`src/rtl/riscv_mem_stage.sv`:
```
// Memory-access pipeline stage: registers EX results, tracks one outstanding dmem access,
// aligns/extends load data and merges bus faults. Optional ack watchdog: RV_MEM_ACK_TIMEOUT_EN.
package riscv_mem_pkg;
  typedef struct packed {
    logic [31:0] instr;
    logic        bubble;
    logic        retired;
    logic        dbg;
  } instruction_t;

  // cause is one-hot, indexed by the RISC-V exception code
  typedef struct packed {
    logic        any;
    logic [15:0] cause;
  } interrupts_exceptions_t;

  localparam int unsigned CAUSE_LOAD_ACCESS_FAULT  = 5;
  localparam int unsigned CAUSE_STORE_ACCESS_FAULT = 7;
endpackage

module riscv_mem_stage
  import riscv_mem_pkg::*;
#(
  parameter int unsigned     XLEN    = 32,
  parameter logic [XLEN-1:0] PC_INIT = 'h200
`ifdef RV_MEM_ACK_TIMEOUT_EN
  , parameter int unsigned   ACK_TIMEOUT = 255
`endif
) (
  input  logic                   rst_ni,
  input  logic                   clk_i,
  input  logic                   wb_stall_i,
  output logic                   mem_stall_o,
  input  logic [XLEN-1:0]        ex_pc_i,
  input  instruction_t           ex_insn_i,
  input  interrupts_exceptions_t ex_exceptions_i,
  input  interrupts_exceptions_t wb_exceptions_i,
  input  logic [XLEN-1:0]        ex_r_i,
  input  logic                   ex_dmem_req_i,
  input  logic                   ex_dmem_we_i,
  input  logic [XLEN-1:0]        ex_dmem_adr_i,
  input  logic [XLEN-1:0]        dmem_q_i,
  input  logic                   dmem_ack_i,
  input  logic                   dmem_err_i,
  output logic [XLEN-1:0]        mem_pc_o,
  output instruction_t           mem_insn_o,
  output interrupts_exceptions_t mem_exceptions_o,
  output logic [XLEN-1:0]        mem_r_o,
  output logic [XLEN-1:0]        mem_ld_o
);

  localparam int unsigned LaneW = $clog2(XLEN / 8);

  typedef enum logic {StIdle, StWait} state_e;

  state_e           state_q;
  logic             flushed_q;
  logic             we_q;
  logic [2:0]       f3_q;
  logic [LaneW-1:0] lane_q;

  logic             in_wait, timeout, done, fault, discard, capture, flush;
  logic [3:0]       fault_cause;
  logic [XLEN-1:0]  shifted, ld_ext;
  logic             unused_adr;

  assign unused_adr = ^ex_dmem_adr_i[XLEN-1:LaneW];
  assign in_wait    = (state_q == StWait);

`ifdef RV_MEM_ACK_TIMEOUT_EN
  localparam int unsigned CntW = $clog2(ACK_TIMEOUT + 1);
  logic [CntW-1:0] cnt_q;

  assign timeout = in_wait && (cnt_q == CntW'(ACK_TIMEOUT));

  always_ff @(posedge clk_i or negedge rst_ni) begin
    if (!rst_ni) begin
      cnt_q <= '0;
    end else if (in_wait && !done) begin
      cnt_q <= cnt_q + 1'b1;
    end else begin
      cnt_q <= '0;
    end
  end
`else
  assign timeout = 1'b0;
`endif

  assign done        = in_wait & (dmem_ack_i | dmem_err_i | timeout);
  assign mem_stall_o = wb_stall_i | (in_wait & ~done);
  assign capture     = ~mem_stall_o;
  assign flush       = ex_exceptions_i.any | mem_exceptions_o.any | wb_exceptions_i.any;
  // A flush seen while the bus is busy only takes effect once the access completes.
  assign discard     = flushed_q | wb_exceptions_i.any;
  // An error wins over a simultaneous ack; a late ack rescues a timed-out access.
  assign fault       = dmem_err_i | (timeout & ~dmem_ack_i);
  assign fault_cause = we_q ? 4'(CAUSE_STORE_ACCESS_FAULT) : 4'(CAUSE_LOAD_ACCESS_FAULT);

  always_comb begin
    shifted = dmem_q_i >> {lane_q, 3'b000};
    case (f3_q)
      3'b000:  ld_ext = XLEN'($signed(shifted[7:0]));
      3'b001:  ld_ext = XLEN'($signed(shifted[15:0]));
      3'b010:  ld_ext = XLEN'($signed(shifted[31:0]));
      3'b100:  ld_ext = XLEN'(shifted[7:0]);
      3'b101:  ld_ext = XLEN'(shifted[15:0]);
      3'b110:  ld_ext = XLEN'(shifted[31:0]);
      default: ld_ext = shifted;
    endcase
  end

  always_ff @(posedge clk_i or negedge rst_ni) begin
    if (!rst_ni) begin
      state_q          <= StIdle;
      flushed_q        <= 1'b0;
      we_q             <= 1'b0;
      f3_q             <= 3'b000;
      lane_q           <= '0;
      mem_pc_o         <= PC_INIT;
      mem_insn_o       <= '{instr: '0, bubble: 1'b1, retired: 1'b0, dbg: 1'b0};
      mem_exceptions_o <= '0;
      mem_r_o          <= '0;
      mem_ld_o         <= '0;
    end else begin
      if (capture) begin
        mem_pc_o         <= ex_pc_i;
        mem_insn_o       <= ex_insn_i;
        mem_exceptions_o <= ex_exceptions_i;
        mem_r_o          <= ex_r_i;
        if (flush) begin
          mem_insn_o.bubble  <= 1'b1;
          mem_insn_o.retired <= 1'b0;
          if (wb_exceptions_i.any) mem_exceptions_o <= '0;
        end
      end

      if (done) begin
        if (discard) begin
          mem_insn_o.bubble  <= 1'b1;
          mem_insn_o.retired <= 1'b0;
          mem_exceptions_o   <= '0;
        end else if (fault) begin
          mem_insn_o.bubble                   <= 1'b1;
          mem_insn_o.retired                  <= 1'b0;
          mem_exceptions_o.any                <= 1'b1;
          mem_exceptions_o.cause[fault_cause] <= 1'b1;
        end else if (!we_q) begin
          mem_ld_o <= ld_ext;
        end
      end

      if (capture && ex_dmem_req_i) begin
        state_q   <= StWait;
        we_q      <= ex_dmem_we_i;
        f3_q      <= ex_insn_i.instr[14:12];
        lane_q    <= ex_dmem_adr_i[LaneW-1:0];
        flushed_q <= wb_exceptions_i.any;
      end else if (done) begin
        state_q   <= StIdle;
        flushed_q <= 1'b0;
      end else if (in_wait && wb_exceptions_i.any) begin
        flushed_q <= 1'b1;
      end
    end
  end

endmodule

```
`config.mk`:
```
export PLATFORM = sky130hd
export DESIGN_NAME = riscv_mem_stage
export DESIGN_NICKNAME = d
export VERILOG_FILES = /design/src/rtl/riscv_mem_stage.sv
export SDC_FILE = /design/constraint.sdc
export NUM_CORES = 1
export LEC_CHECK = 0
export CELL_PAD_IN_SITES_DETAIL_PLACEMENT = 0
export CELL_PAD_IN_SITES_GLOBAL_PLACEMENT = 2
export CORE_MARGIN = 2
export CORE_UTILIZATION = 23
export DETAILED_ROUTE_END_ITERATION = 12
export GPL_TIMING_DRIVEN = 1
export PLACE_DENSITY_LB_ADDON = 0.05
export SLEW_MARGIN = 20
export SYNTH_ARGS = -nofsm -noshare
export SYNTH_HDL_FRONTEND = slang
export SYNTH_SLANG_ARGS = --single-unit
```
`constraint.sdc`:
```
create_clock -name clk_i -period 4.5 [get_ports clk_i]
set_input_delay 0.675 -clock clk_i [delete_from_list [all_inputs] [get_ports clk_i]]
set_output_delay 0.675 -clock clk_i [all_outputs]
set_load 0.01 [all_outputs]
```
==> metrics.md, run 1 <==
| Metric | Value |
|---|---|
| Tmin final | `between 3 and 4 ns` |
| Number of global-route vias before repair | `5999` |
| H-tree Lvls | `4` |
| Setup ws final | `1.429 ns` |
| Die Y | `173.2 µm` |
| Setup Fix Bufs, Post-CTS | `0` |
| Num CTS Buffers | `17` |
| DRC Markers | `0` |
| First drt pass iteration count | `4` |
| Met3 routed WL | `2049 µm` |
| Initial Utilization | `0.2351` |
| CTS Sinks | `156` |
| Routed met1 length | `10140 µm` |
| Largest net degree at the start of global routing | `83` |
| Placed cell area | `10000 µm²` |
| Post-Route WL | `22770 µm` |
| CTS tree | `built` |
| Worst slew pin tran | `0.9568 ns` |
| Root Buffer | `clkbuf_16` |
| Metal2 WL | `between 10000 and 15000 µm` |
| Most frequent CP cell | `clkdlybuf4s50_1` |
| Clock Skew | `0.01067 ns` |
| Post-route clock period utilization | `0.6825` |
| Req. time, crit path | `3.83 ns` |
| Sum Neg Setup Slack | `0 ns` |
| Final hold violation count | `0` |
| First-pass GRT wire length | `35880 µm` |
| Critical path, cell by cell | `clkdlybuf4s50_1 > or3b_1 > nor2b_4 > inv_4 > clkdlybuf4s50_1` |
| Vias per cell | `4.114` |
| Ports | `353` |
| Relative slew slack | `0.3621` |
| Hold Buf Count CTS | `0` |
| Worst skew pair latency | `0.42 ns` |
| Site Rows | `between 60 and 70` |
| Routed WL per cell | `around 16 µm` |
| Register area share after synthesis | `0.5931` |
| CP max stage cell | `clkdlybuf4s50_1` |
| Synthesized area per cell | `9.329 µm²` |
| Max clock buf depth | `2` |
| Crit path largest cell delay | `around 0.57 ns` |
| Total power per unit cell area | `400.0 nW/µm²` |
| Final Max Tran Viols | `0` |
| Crit path max fanout | `5` |
| Post-DP HPWL | `15480 µm` |
| Core area | `28010 µm²` |
| Lkg Pwr | `between 4 and 5 nW` |
| Synth Register Bits | `156` |
| Final hold slack | `approximately 0.27 ns` |
| Syn Inst Count | `706` |
| Port Buf Inserts | `306` |
| Crit path kind | `in -> out` |
| Initial DRC count | `287` |
| Die X | `~170 µm` |
| GRT Total Usage | `0.1532` |
| Max IR drop VDD | `0.0002521 V` |
| Synth warnings | `0` |
| Crit start category | `input pin` |
| Final nets | `about 1200` |
| Non-Filler Instances | `1388` |
| Max Fclk | `325.6 MHz` |
| Mapped cell area | `6586 µm²` |
| Setup violations, final | `0` |
| Multi-input logic area | `2465 µm²` |
| Syn Nets | `910` |
| Status | `finished, final reports clean` |
| CTS resizes | `0` |
| Cell count after placement | `1356` |
| Post-DRT Antenna Nets | `0` |
| Reg clk slew, reported paths | `approximately 0.07 ns` |
| Die footprint | `30010 µm²` |
| MaxCap Viol Count | `0` |
| Register area | `about 3900 µm²` |
| Critical Path AT | `2.40 ns` |
| Setup Slack @ Placement | `1.033 ns` |
| Finished Cell Area | `around 11000 µm²` |
| Placer Congestion | `0.7073` |
| Worst hold path type | `in -> async` |
| Diodes inserted | `0` |
| Top Layer Used | `met5` |
| FILL cells | `2922` |
| Initial antenna violation count | `1` |
| Distinct cells, synth | `34` |
| Share of layout cells above drive strength 1 | `0.06238` |
| CP Capture Type | `primary output` |
| Via count | `5710` |
| RSZ-0062 raised after global routing | `false` |
| Layout area overhead | `60.09%` |
| Grt ovf | `0` |
## kinds of logic (layout without fill, tap and decap cells)
logic type	count (synthesis)	in the layout	synth area share
AND/OR/NAND/NOR	408	408	0.2557
multiplexers	31	31	0.04958
flip-flops	156	156	0.5931
AO/OA/AOI/OAI	66	66	0.06516
buffers and inverters	45	349	0.03647
## worst max-delay path: cells and delay by family
family        cells  cell delay (ns)
simple gates      2             0.61
buf+inv           3             1.09
## worst paths after layout
| kind | slack (ns) | endpoint | cells after the start | from |
|---|---|---|---|---|
| max | 1.43 | mem_stall_o | 5 | dmem_ack_i |
| min | 0.27 | mem_ld_o[5]$_DFFE_PN0P_ | 1 | rst_ni |
| max reg2reg | 1.86 | mem_exceptions_o[12]$_DFF_PN0_ | 7 | in_wait$_DFFE_PN0P_ |
| min reg2reg | 0.46 | mem_pc_o[9]$_DFFE_PN1N_ | 2 | mem_pc_o[9]$_DFFE_PN1N_ |
| max in group asynchronous | 3.24 | mem_pc_o[9]$_DFFE_PN1N_ | 2 | rst_ni |
| min in group clk_i | 0.46 | mem_pc_o[9]$_DFFE_PN1N_ | 2 | mem_pc_o[9]$_DFFE_PN1N_ |
## synthesized netlist by cell type, drive strengths merged
library cell,instances,area share
o21bai,1,0.0011
or2,2,0.0019
nor4bb,1,0.0015
o311ai,9,0.012
mux2i,18,0.027
a211oi,7,0.0080
nand3,18,0.014
nor2,13,0.0074
o21a,2,0.0023
nand4bb,1,0.0017
nor3b,1,0.0011
nor3,1,0.00076
o2111ai,1,0.0023
nand2,339,0.19
clkbuf,19,0.011
o2bb2ai,6,0.0080
dfrtp,154,0.59
o21ai,2,0.0015
nand2b,2,0.0019
nand3b,19,0.022
inv,1,0.00095
dfstp,2,0.0080
or3b,1,0.0013
a31oi,3,0.0028
buf,25,0.025
o22ai,1,0.00095
a21oi,33,0.025
mux2,13,0.022
o211ai,1,0.0011
nor2b,10,0.0095
## sequential cells by signal, indices dropped and copies added, names as in the netlist
signal / cells
mem_insn_o: 35
mem_ld_o: 32
mem_pc_o: 32
mem_r_o: 32
mem_exceptions_o: 17
f3_q: 3
lane_q: 2
flushed_q: 1
in_wait: 1
we_q: 1
## layout by cell type, fill, tap and decap left out, types with 3 or more instances in the layout
master           count
a211oi_1             7
a21oi_1             33
a31oi_1              3
buf_4                9
clkbuf_16           17
clkdlybuf4s50_1    305
clkinvlp_4           5
dfrtp_1            154
inv_6                4
mux2_2              13
mux2i_1             18
nand2_1            339
nand3_1             18
nand3b_1            19
nor2_1              12
nor2b_1              9
o2bb2ai_1            6
o311ai_0             7
## through the flow
step,utilization,power (mW)
final,0.3764,4.217
after CTS,0.3764,4.309
after global routing,0.3764,4.470
after global placement,0.3571,2.900
after detailed placement,0.3571,2.901
after floorplan,-,2.187
## per-layer routing
layer / vias up / GRT usage
li1: 2862 / -
met2: 178 / 0.2385
met4: 2 / 0.03319
met1: 2656 / 0.1969
met3: 12 / 0.06732
met5: - / 0
## power breakdown
part           internal, mW  total (mW)  switching [mW]
Sequential             1.61        1.74           0.127
Combinational         0.619        1.11           0.493
Clock                 0.721        1.36           0.644
Total                  2.95        4.22            1.26
## cell type report
cell class | count | area share
Sequential cell | 156 | 0.3705
Timing Repair Buffer | 316 | 0.2989
Multi-Input combinational cell | 505 | 0.2338
Tap cell | 378 | 0.04486
Clock buffer | 19 | 0.04106
Clock inverter | 13 | 0.01032
Inverter | 1 | 0.0005933
(Power assumes the default switching activity.)
==> inputs of run 2 (changes only) <==
--- a/config.mk
+++ b/config.mk
@@ -8,7 +8,7 @@
 export CELL_PAD_IN_SITES_DETAIL_PLACEMENT = 0
 export CELL_PAD_IN_SITES_GLOBAL_PLACEMENT = 2
 export CORE_MARGIN = 2
-export CORE_UTILIZATION = 23
+export CORE_UTILIZATION = 20
 export DETAILED_ROUTE_END_ITERATION = 12
 export GPL_TIMING_DRIVEN = 1
 export PLACE_DENSITY_LB_ADDON = 0.05
==> constraint.sdc (replaced) <==
create_clock -name clk_i -period 2.5 [get_ports clk_i]
set_input_delay 0.375 -clock clk_i [delete_from_list [all_inputs] [get_ports clk_i]]
set_output_delay 0.375 -clock clk_i [all_outputs]
set_load 0.01 [all_outputs]
==> run 2 against run 1 <==
  * Via count increased by 1.8%
  * Non-clock buffer count is 9 higher
  * Sequential cell count unchanged
  * Cell area increased by 2.3%
  * Global-route usage down 0.94 points
  * Clock skew up 0.0042 ns
  * Clock power is 93% higher
  * Critical path depth down 1
  * Sequential share of layout area shrank 0.82 points
  * Power increased by 85%
  * Critical endpoint unchanged
  * Highest routed layer unchanged
  * Sequential power up 80%
==> metrics.md, run 2 (synthesis results as in run 1) <==
| Metric | Value |
|---|---|
| Reg clk slew, reported paths | `approximately 0.080 ns` |
| Layout area overhead | `63.75%` |
| Setup ws final | `0.4703 ns` |
| Post-layout util | `0.3323` |
| Largest register FFs | `35` |
| Placer Congestion | `roughly 0.69` |
| Crit start category | `flop` |
| Routed WL per cell | `16.78 µm` |
| CTS Sinks | `approximately 160` |
| Commonest cells after routing, fill and taps aside | `339 x nand2_1, 304 x clkdlybuf4s50_1, 153 x dfrtp_1, 33 x a21oi_1, 19 x nand3b_1` |
| Biggest register | `mem_insn_o` |
| Core area | `32450 µm²` |
| Largest net degree at the start of global routing | `117` |
| Critical Path AT | `1.65 ns` |
| Post-DRT Antenna Nets | `0` |
| Crit path kind | `reg -> out` |
| Max Fclk | `492.7 MHz` |
| Number of global-route vias before repair | `6096` |
| First-pass GRT wire length | `37480 µm` |
| CP delay by family, top | `simple AND/OR/NAND/NOR gates` |
| Initial Utilization | `0.2029` |
| Relative slew slack | `0.4045` |
| Req. time, crit path | `2.12 ns` |
| H-tree Lvls | `4` |
| Non-Filler Instances | `around 1500` |
| Commonest non-fill, non-tap cell in the layout | `nand2_1` |
| Max clock buf depth | `2` |
| Total power per unit cell area | `between 700 and 800 nW/µm²` |
| Cell count after placement | `1428` |
| Tmin final | `2.030 ns` |
| Setup Fix Bufs, Post-CTS | `0` |
| Setup violations, final | `0` |
| First drt pass iteration count | `4` |
| Post-Route WL | `24550 µm` |
| Die X | `185.5 µm` |
| Initial DRC count | `204` |
| Crit path largest cell delay | `0.41 ns` |
| Share of layout cells above drive strength 1 | `0.07164` |
| Grt ovf | `0` |
| Status | `finished, final reports clean` |
| Vias per cell | `between 3 and 4` |
| CP max stage cell | `dfrtp_2` |
| Via count | `5815` |
| Gr busiest metal | `met2` |
| FILL cells | `3409` |
| Die footprint | `34400 µm²` |
| Final hold violation count | `0` |
| Site Rows | `66` |
| Worst hold path type | `in -> reg` |
| Critical path, cell by cell | `or3b_1 > nor2b_4 > inv_4 > dlymetal6s2s_1` |
| Port Buf Inserts | `a little over 300` |
| Crit path max fanout | `7` |
| Setup Slack @ Placement | `0.07914 ns` |
| Final Max Tran Viols | `0` |
| CTS tree | `built` |
| Die Y | `185.5 µm` |
| Initial antenna violation count | `4` |
| RSZ-0062 raised after global routing | `false` |
| Sum Neg Setup Slack | `0 ns` |
| Final hold slack | `0.4357 ns` |
| Worst skew pair latency | `0.43 ns` |
| Met1 usage | `0.1839` |
| MaxCap Viol Count | `0` |
| Post-DP HPWL | `16830 µm` |
| Worst slew pin tran | `0.8923 ns` |
| CP Capture Type | `primary output` |
| GRT Total Usage | `0.1438` |
| Lkg Pwr | `4.861 nW` |
| Root Buffer | `clkbuf_16` |
| Max IR drop VDD | `0.0004141 V` |
| Met2 usage | `0.2233` |
| Ports | `353` |
| Final nets | `1210` |
| DRC Markers | `0` |
| Multi-input logic area | `about 2500 µm²` |
| Clock Skew | `0.01490 ns` |
| Crit path buffers/inverters | `2` |
| Num CTS Buffers | `17` |
| GR Util met3 | `0.06085` |
| Post-route clock period utilization | `0.8119` |
| Register area | `3908 µm²` |
-- run 2: worst min-delay path, delay by kind of cell --
kind,cells,cell delay (ns)
simple gates,2,0.09
buf+inv,1,0.39
-- run 2: metrics by stage --
step | total power, mW | cell area, µm²
floorplan | 3.937 | 6586
global placement | 5.268 | 10190
detailed placement | 5.265 | 10190
CTS | 7.981 | 10780
global route | 8.301 | 10780
finish | 7.797 | 10790
-- run 2: final cells by class --
type | count | area share
flip-flops and latches | 156 | 0.3623
diodes | 2 | 0.0004640
well taps | 442 | 0.05128
clock buffers | 19 | 0.04107
multi-input cells | 505 | 0.2285
clock inverters | 13 | 0.01218
inverters | 1 | 0.0005800
repair buffers | 325 | 0.3036
-- run 2: final timing paths --
| kind | start | end | slack, ns | cells past startpoint |
|---|---|---|---|---|
| min in group asynchronous | rst_ni | mem_ld_o[6]$_DFFE_PN0P_ | 0.51 | 2 |
| max in group asynchronous | rst_ni | mem_insn_o[2]$_DFF_PN1_ | 1.21 | 3 |
| worst min register to register | mem_pc_o[9]$_DFFE_PN1N_ | mem_pc_o[9]$_DFFE_PN1N_ | 0.46 | 2 |
| worst max register to register | in_wait$_DFFE_PN0P_ | mem_exceptions_o[7]$_DFF_PN0_ | 0.59 | 6 |
| worst min-delay path | ex_pc_i[9] | mem_pc_o[9]$_DFFE_PN1N_ | 0.44 | 3 |
| worst max-delay path | in_wait$_DFFE_PN0P_ | mem_stall_o | 0.47 | 4 |
-- run 2: timing repair --
action / CTS / global route
hold buffers: 1 / 0
resized for setup: 1 / 1
hold endpoints to repair: 53 / 0
endpoints found under the setup margin: 1 / 1
gates cloned: 0 / 0
-- run 2: where the power goes --
| group | switching (mW) | internal, mW | total (mW) |
|---|---|---|---|
| combinational | 0.908 | 1.14 | 2.04 |
| clock | 1.20 | 1.43 | 2.62 |
| sequential | 0.226 | 2.91 | 3.13 |
-- run 2: layer usage --
metal | up-vias | share of wire | wire length, µm
li1 | 2881 | - | -
met4 | 2 | 0.0075 | 183
met5 | - | 0.00053 | 13
met2 | 163 | 0.46 | 11330
met1 | 2757 | 0.44 | 10860
met3 | 12 | 0.088 | 2158
==> patch 1 (config.mk and constraints of run 2) <==
The parameter `XLEN` goes from 32 to 64.
--- a/src/rtl/riscv_mem_stage.sv
+++ b/src/rtl/riscv_mem_stage.sv
@@ -21,7 +21,7 @@
 module riscv_mem_stage
   import riscv_mem_pkg::*;
 #(
-  parameter int unsigned     XLEN    = 32,
+  parameter int unsigned     XLEN    = 64,
   parameter logic [XLEN-1:0] PC_INIT = 'h200
 `ifdef RV_MEM_ACK_TIMEOUT_EN
   , parameter int unsigned   ACK_TIMEOUT = 255
Interface: changed (7 resized); port bits go from 353 to 577. No check against the original RTL was run, so the function may have changed too.
==> patch 1 against run 2 <==
  * Total power increased by 92%
  * Largest cell class unchanged
  * Synthesized area increased by 71%
  * Cell area increased by 72%
  * Sequential cell count increased by 97
  * Clock power increased by 84%
  * Routed wire length increased by 110%
  * Worst setup slack got worse by 0.27 ns
==> patch 1: results (changes against run 2) <==
======================================================================================
Maximum number of pins on one net before global-route repair                       120   +2.6%
Port-buffer cells                                                                  499   +63%
Met1 usage                                                                       22.0%   +3.6 points
Global-route met3 utilization                                                    5.78%   -0.31 points
Critical path peak fanout                                                            2   -5
Length of routed met3 wiring                                                   4.10 mm   +90%
Slowest cell on the critical path                                         clkdlybuf4s50_1
Worst VDD drop                                                              0.000397 V   -4.1%
Clock skew                                                                   0.0229 ns   +0.00797 ns
Antenna violations before repair                                                     8   +4
Starting DRC count in detailed routing                                             488   +140%
Buffers from clock root to sink, at most                                             3   +1
Clock slew at the register clock pins of the worst setup and hold paths        0.06 ns   -0.02 ns
Post-Place Cell Area                                                         17500 um2   +72%
Met1 Wirelength                                                                22.1 mm   +100%
Class of the worst hold path                                               in -> async
Met2 demand-to-capacity share in global routing                                  28.8%   +6.5 points
Number of nets in the layout                                                      2089   +73%
Status                                                                    finished clean
Commonest cells in the netlist                                            nand2_1, dfrtp_1, nor2_1
Final HPWL DP                                                                  38.9 mm   +130%
Worst path top cell family by delay                                       buffers and inverters
Source-to-sink clock delay at the later pin of the worst-skew pair             0.54 ns   +0.11 ns
Routed Wire Length                                                             51.9 mm   +110%
Count of unique library cells instantiated by Yosys                                 41   +21%
First-pass GRT wire length                                                     74.8 mm   +100%
Placer's final routability congestion estimate                                   0.766   +11%
Static leakage power                                                           8.28 nW   +70%
TritonCTS buffer count                                                              35   +18
# H-tree levels                                                                      2   -2
Headroom to the max-slew limit                                                   48.7%   +8.3 points
======================================================================================
-- patch 1: path summary, 6_finish.rpt --
kind,startpoint,to,slack (ns),cells after the start
max,dmem_ack_i,mem_stall_o,0.20,5
min,rst_ni,mem_pc_o[39],0.37,2
max reg2reg,lane_q[1],mem_ld_o[9],0.20,6
min reg2reg,mem_pc_o[9],mem_pc_o[9],0.46,2
max in group asynchronous,rst_ni,mem_pc_o[9],1.41,3
min in group clk_i,ex_pc_i[9],mem_pc_o[9],0.37,3
-- patch 1: per-stage QoR --
step                      std cells  setup WS [ns]  util, %  hold slack [ns]  TNS [ns]
after floorplan                1246          0.601        -           0.0794         0
after global placement         2465         -0.428     31.5            0.367    -13.49
after detailed placement       2467        -0.0970     31.6            0.361    -0.950
after CTS                      2527         0.0906     33.5            0.319         0
after global routing           2528         0.0577     33.5            0.352         0
final                          2530          0.199     33.5            0.367         0
-- patch 1: area by class of cell --
class	instances	area [um2]
Sequential cell	253	6340
Fill cell	5745	36800
Multi-Input combinational cell	905	4590
Tap cell	748	936
Timing Repair Buffer	559	5630
Clock buffer	56	1060
Inverter	3	16.3
Antenna cell	3	7.51
Clock inverter	3	18.8
-- patch 1: what timing repair did --
action                     in CTS  in global routing
setup endpoints to repair       0                  3
resized for setup               0                  1
hold buffers                    1                  0
hold endpoints to repair       45                  0
-- patch 1: kinds of logic after synthesis --
family | after synthesis | synth area share (%)
simple gates | 690 | 24.8
flops | 253 | 56.3
compound gates | 144 | 8.42
buf+inv | 88 | 3.15
mux | 71 | 7.38
-- patch 1: power breakdown --
group | leakage, nW | switching [mW] | internal (mW)
clock | 0.535 | 1.92 | 2.89
sequential | 3.10 | 0.551 | 4.88
combinational | 4.65 | 2.22 | 2.48
==> patch 2 (flow settings as in run 2) <==
Without the edit above. The option `RV_MEM_ACK_TIMEOUT_EN` is turned on by a define.
--- a/src/rtl/riscv_mem_stage.sv
+++ b/src/rtl/riscv_mem_stage.sv
@@ -1,5 +1,7 @@
 // Memory-access pipeline stage: registers EX results, tracks one outstanding dmem access,
 // aligns/extends load data and merges bus faults. Optional ack watchdog: RV_MEM_ACK_TIMEOUT_EN.
+`define RV_MEM_ACK_TIMEOUT_EN
+
 package riscv_mem_pkg;
   typedef struct packed {
     logic [31:0] instr;
Function: same outputs for any inputs over 4 cycles, from zero or initial values and one cycle with rst_ni low; that may be too few to reach the edited logic, so the function may still have changed.
==> patch 2 against run 2 <==
  * Synthesized cell count shrank 24%
  * Sequential cell count grew 8
  * Sequential share of layout area is 0.15 points higher
  * First-iteration DRC count fell by 18%
  * Routed wire length grew 0.60%
  * Cell area increased by 4.7%
  * Total power rose by 5.8%
  * Die area grew 6.3%
  * Worst setup slack lost 0.28 ns
  * Synthesized area is 6.5% higher
  * Critical endpoint unchanged
  * Largest cell class unchanged
==> patch 2: results (changes against run 2) <==
======================================================================================
Status                                                                    finished clean
Async S/R FF share, synth                                                         100%   unchanged
Total GRT Usage                                                                  13.6%   -0.80 points
Placer's final routability congestion estimate                                   0.737   +6.8%
Class of the worst hold path                                               in -> async
Clock skew                                                                  0.00737 ns   -0.00753 ns
TritonRoute pass-1 iters                                                             4   unchanged
Source-to-sink clock delay at the later pin of the worst-skew pair             0.44 ns
Worst slack at placement                                                      0.171 ns   +0.0914 ns
Static leakage power                                                           4.59 nW   -5.7%
Maximum number of pins on one net before global-route repair                        60   -49%
Highest cell delay on the worst timing path                                    0.41 ns   about the same
Fraction of layout instances using a drive strength above 1                      20.8%   +14 points
Buffers from clock root to sink, at most                                             2   unchanged
Slowest cell on the critical path                                              dfrtp_1
Commonest cells in the netlist                                            dfrtp_1, mux2_2, a21oi_1
Critical path peak fanout                                                            5   -2
Clk Tree Root Cell                                                           clkbuf_16
Port-buffer cells                                                                  306   unchanged
TritonCTS buffer count                                                              17   unchanged
Number of global-route vias before repair                                         6148   +0.85%
Number of flip-flops in the largest register                                        35   unchanged
First-pass GRT wire length                                                     37.2 mm   -0.77%
Smallest hold slack                                                           0.470 ns   +0.0343 ns
Starting DRC count in detailed routing                                             167   -18%
Vias post-DR                                                                      5528   -4.9%
Dominant register cell in the synthesized netlist                              dfrtp_1
Number of nets in the layout                                                      1062   -12%
Worst VDD drop                                                              0.000497 V   +20%
Top area cells in the synthesized netlist                                 dfrtp_1, mux2_2, mux2_4
Worst flop-to-flop path endpoint                                          mem_insn_o[2]
Fill cell count                                                                   3532   +3.6%
Clock slew at the register clock pins of the worst setup and hold paths        0.06 ns   -0.02 ns
Worst setup slack for register-to-register paths                               0.44 ns   -0.15 ns
Cell count of the worst reg-to-reg path                                              7   +1
Data arrival time of the critical path                                         1.94 ns   +0.29 ns
Number of antenna repair diodes                                                      0   -2
Worst Tran Pin Value                                                          0.666 ns   -0.227 ns
Post-detailed-route count of antenna-violating nets                                  0   unchanged
Proportion of total power due to net switching                                   28.5%   -1.4 points
Fraction of the yosys area taken by sequential cells                             58.6%   -0.74 points
Count of unique library cells instantiated by Yosys                                 47   +38%
Routed Wire Length                                                             24.7 mm   +0.60%
# H-tree levels                                                                      4   unchanged
Final HPWL DP                                                                  18.6 mm   +10%
Register with the most flip-flops                                           mem_insn_o
Start point of the critical path                                              cnt_q[0]
Warnings from Yosys                                                                  0   unchanged
Antenna violations before repair                                                     0   -4
Nets in the synthesized netlist                                                    743   -18%
======================================================================================
==> patch 2: cell types whose count changed after synthesis, sizes merged, moves of 9 or more <==
cell | run 2 | this run
nand2 | 339 | 14
mux2 | 13 | 111
nor2 | 13 | 35
nand3b | 19 | 0
nand4 | 0 | 18
o21ai | 2 | 20
a21oi | 33 | 46
nand3 | 18 | 7
o311ai | 9 | 0
==> patch 2: through the flow <==
step	power (mW)	cell area [um2]	cells
final	8.25	11300	1324
after global routing	8.75	11300	1324
after CTS	8.44	11300	1324
after detailed placement	5.81	10700	1291
after global placement	5.78	10700	1291
after floorplan	4.31	7010	538
==> patch 2: worst max-delay path: cells and delay by family (launching register included) <==
kind                     cells  cell delay (ns)
buffers and inverters        1             0.32
flip-flops                   1             0.41
adder cells (fa/ha/maj)      1             0.25
AO/OA/AOI/OAI                1             0.26
AND/OR/NAND/NOR              2             0.26
==> patch 2: power groups by stage <==
stage               registers (mW)  clock network [mW]  logic, mW
floorplan                     3.57                   0      0.738
global placement              3.40                   0       2.38
detailed placement            3.42                   0       2.39
CTS                           3.37                2.66       2.40
global route                  3.43                2.80       2.53
finish                        3.36                2.54       2.35
==> patch 2: kinds of logic after synthesis <==
family	synth area share, %
xor+xnor	0.625
flops	58.6
mux	21.4
fa+ha+maj	0.178
compound gates	9.15
simple gates	7.37
buf+inv	2.66
==> patch 2: timing repair <==
action / 4_1_cts / 5_1_grt
buffers inserted: 1 / 0
endpoints found under the hold margin: 46 / 0
gates resized for setup: 2 / 0
hold buffers: 1 / 0
setup endpoints to repair: 1 / 0
==> patch 2: worst max path at each step <==
stage / to / slack [ns] / cells past startpoint
after floorplan: mem_insn_o[13] / 0.71 / 7
after global placement: mem_stall_o / 0.07 / 6
after detailed placement: mem_stall_o / 0.17 / 6
after CTS: mem_stall_o / 0.13 / 5
after global routing: mem_stall_o / 0.06 / 5
final: mem_stall_o / 0.19 / 5
==> patch 2: final cells by class <==
cell class                 instances  share of cell area (%)
sequential                       164                    36.4
timing repair buffer             336                    29.5
multi-input combinational        336                    24.2
tap                              455                    5.04
clock buffer                      20                    3.96
clock inverter                    11                   0.920
inverter                           2                  0.0665
==> patch 2: routing by layer <==
layer	share of wire, %	vias up	routed length [um]	track usage [%]
li1	-	2576	-	-
met1	39	2738	9680	15.4
met2	51	193	12500	23.1
met3	8.3	21	2060	5.21
met4	1.8	0	446	4.79
met5	0	-	0	0
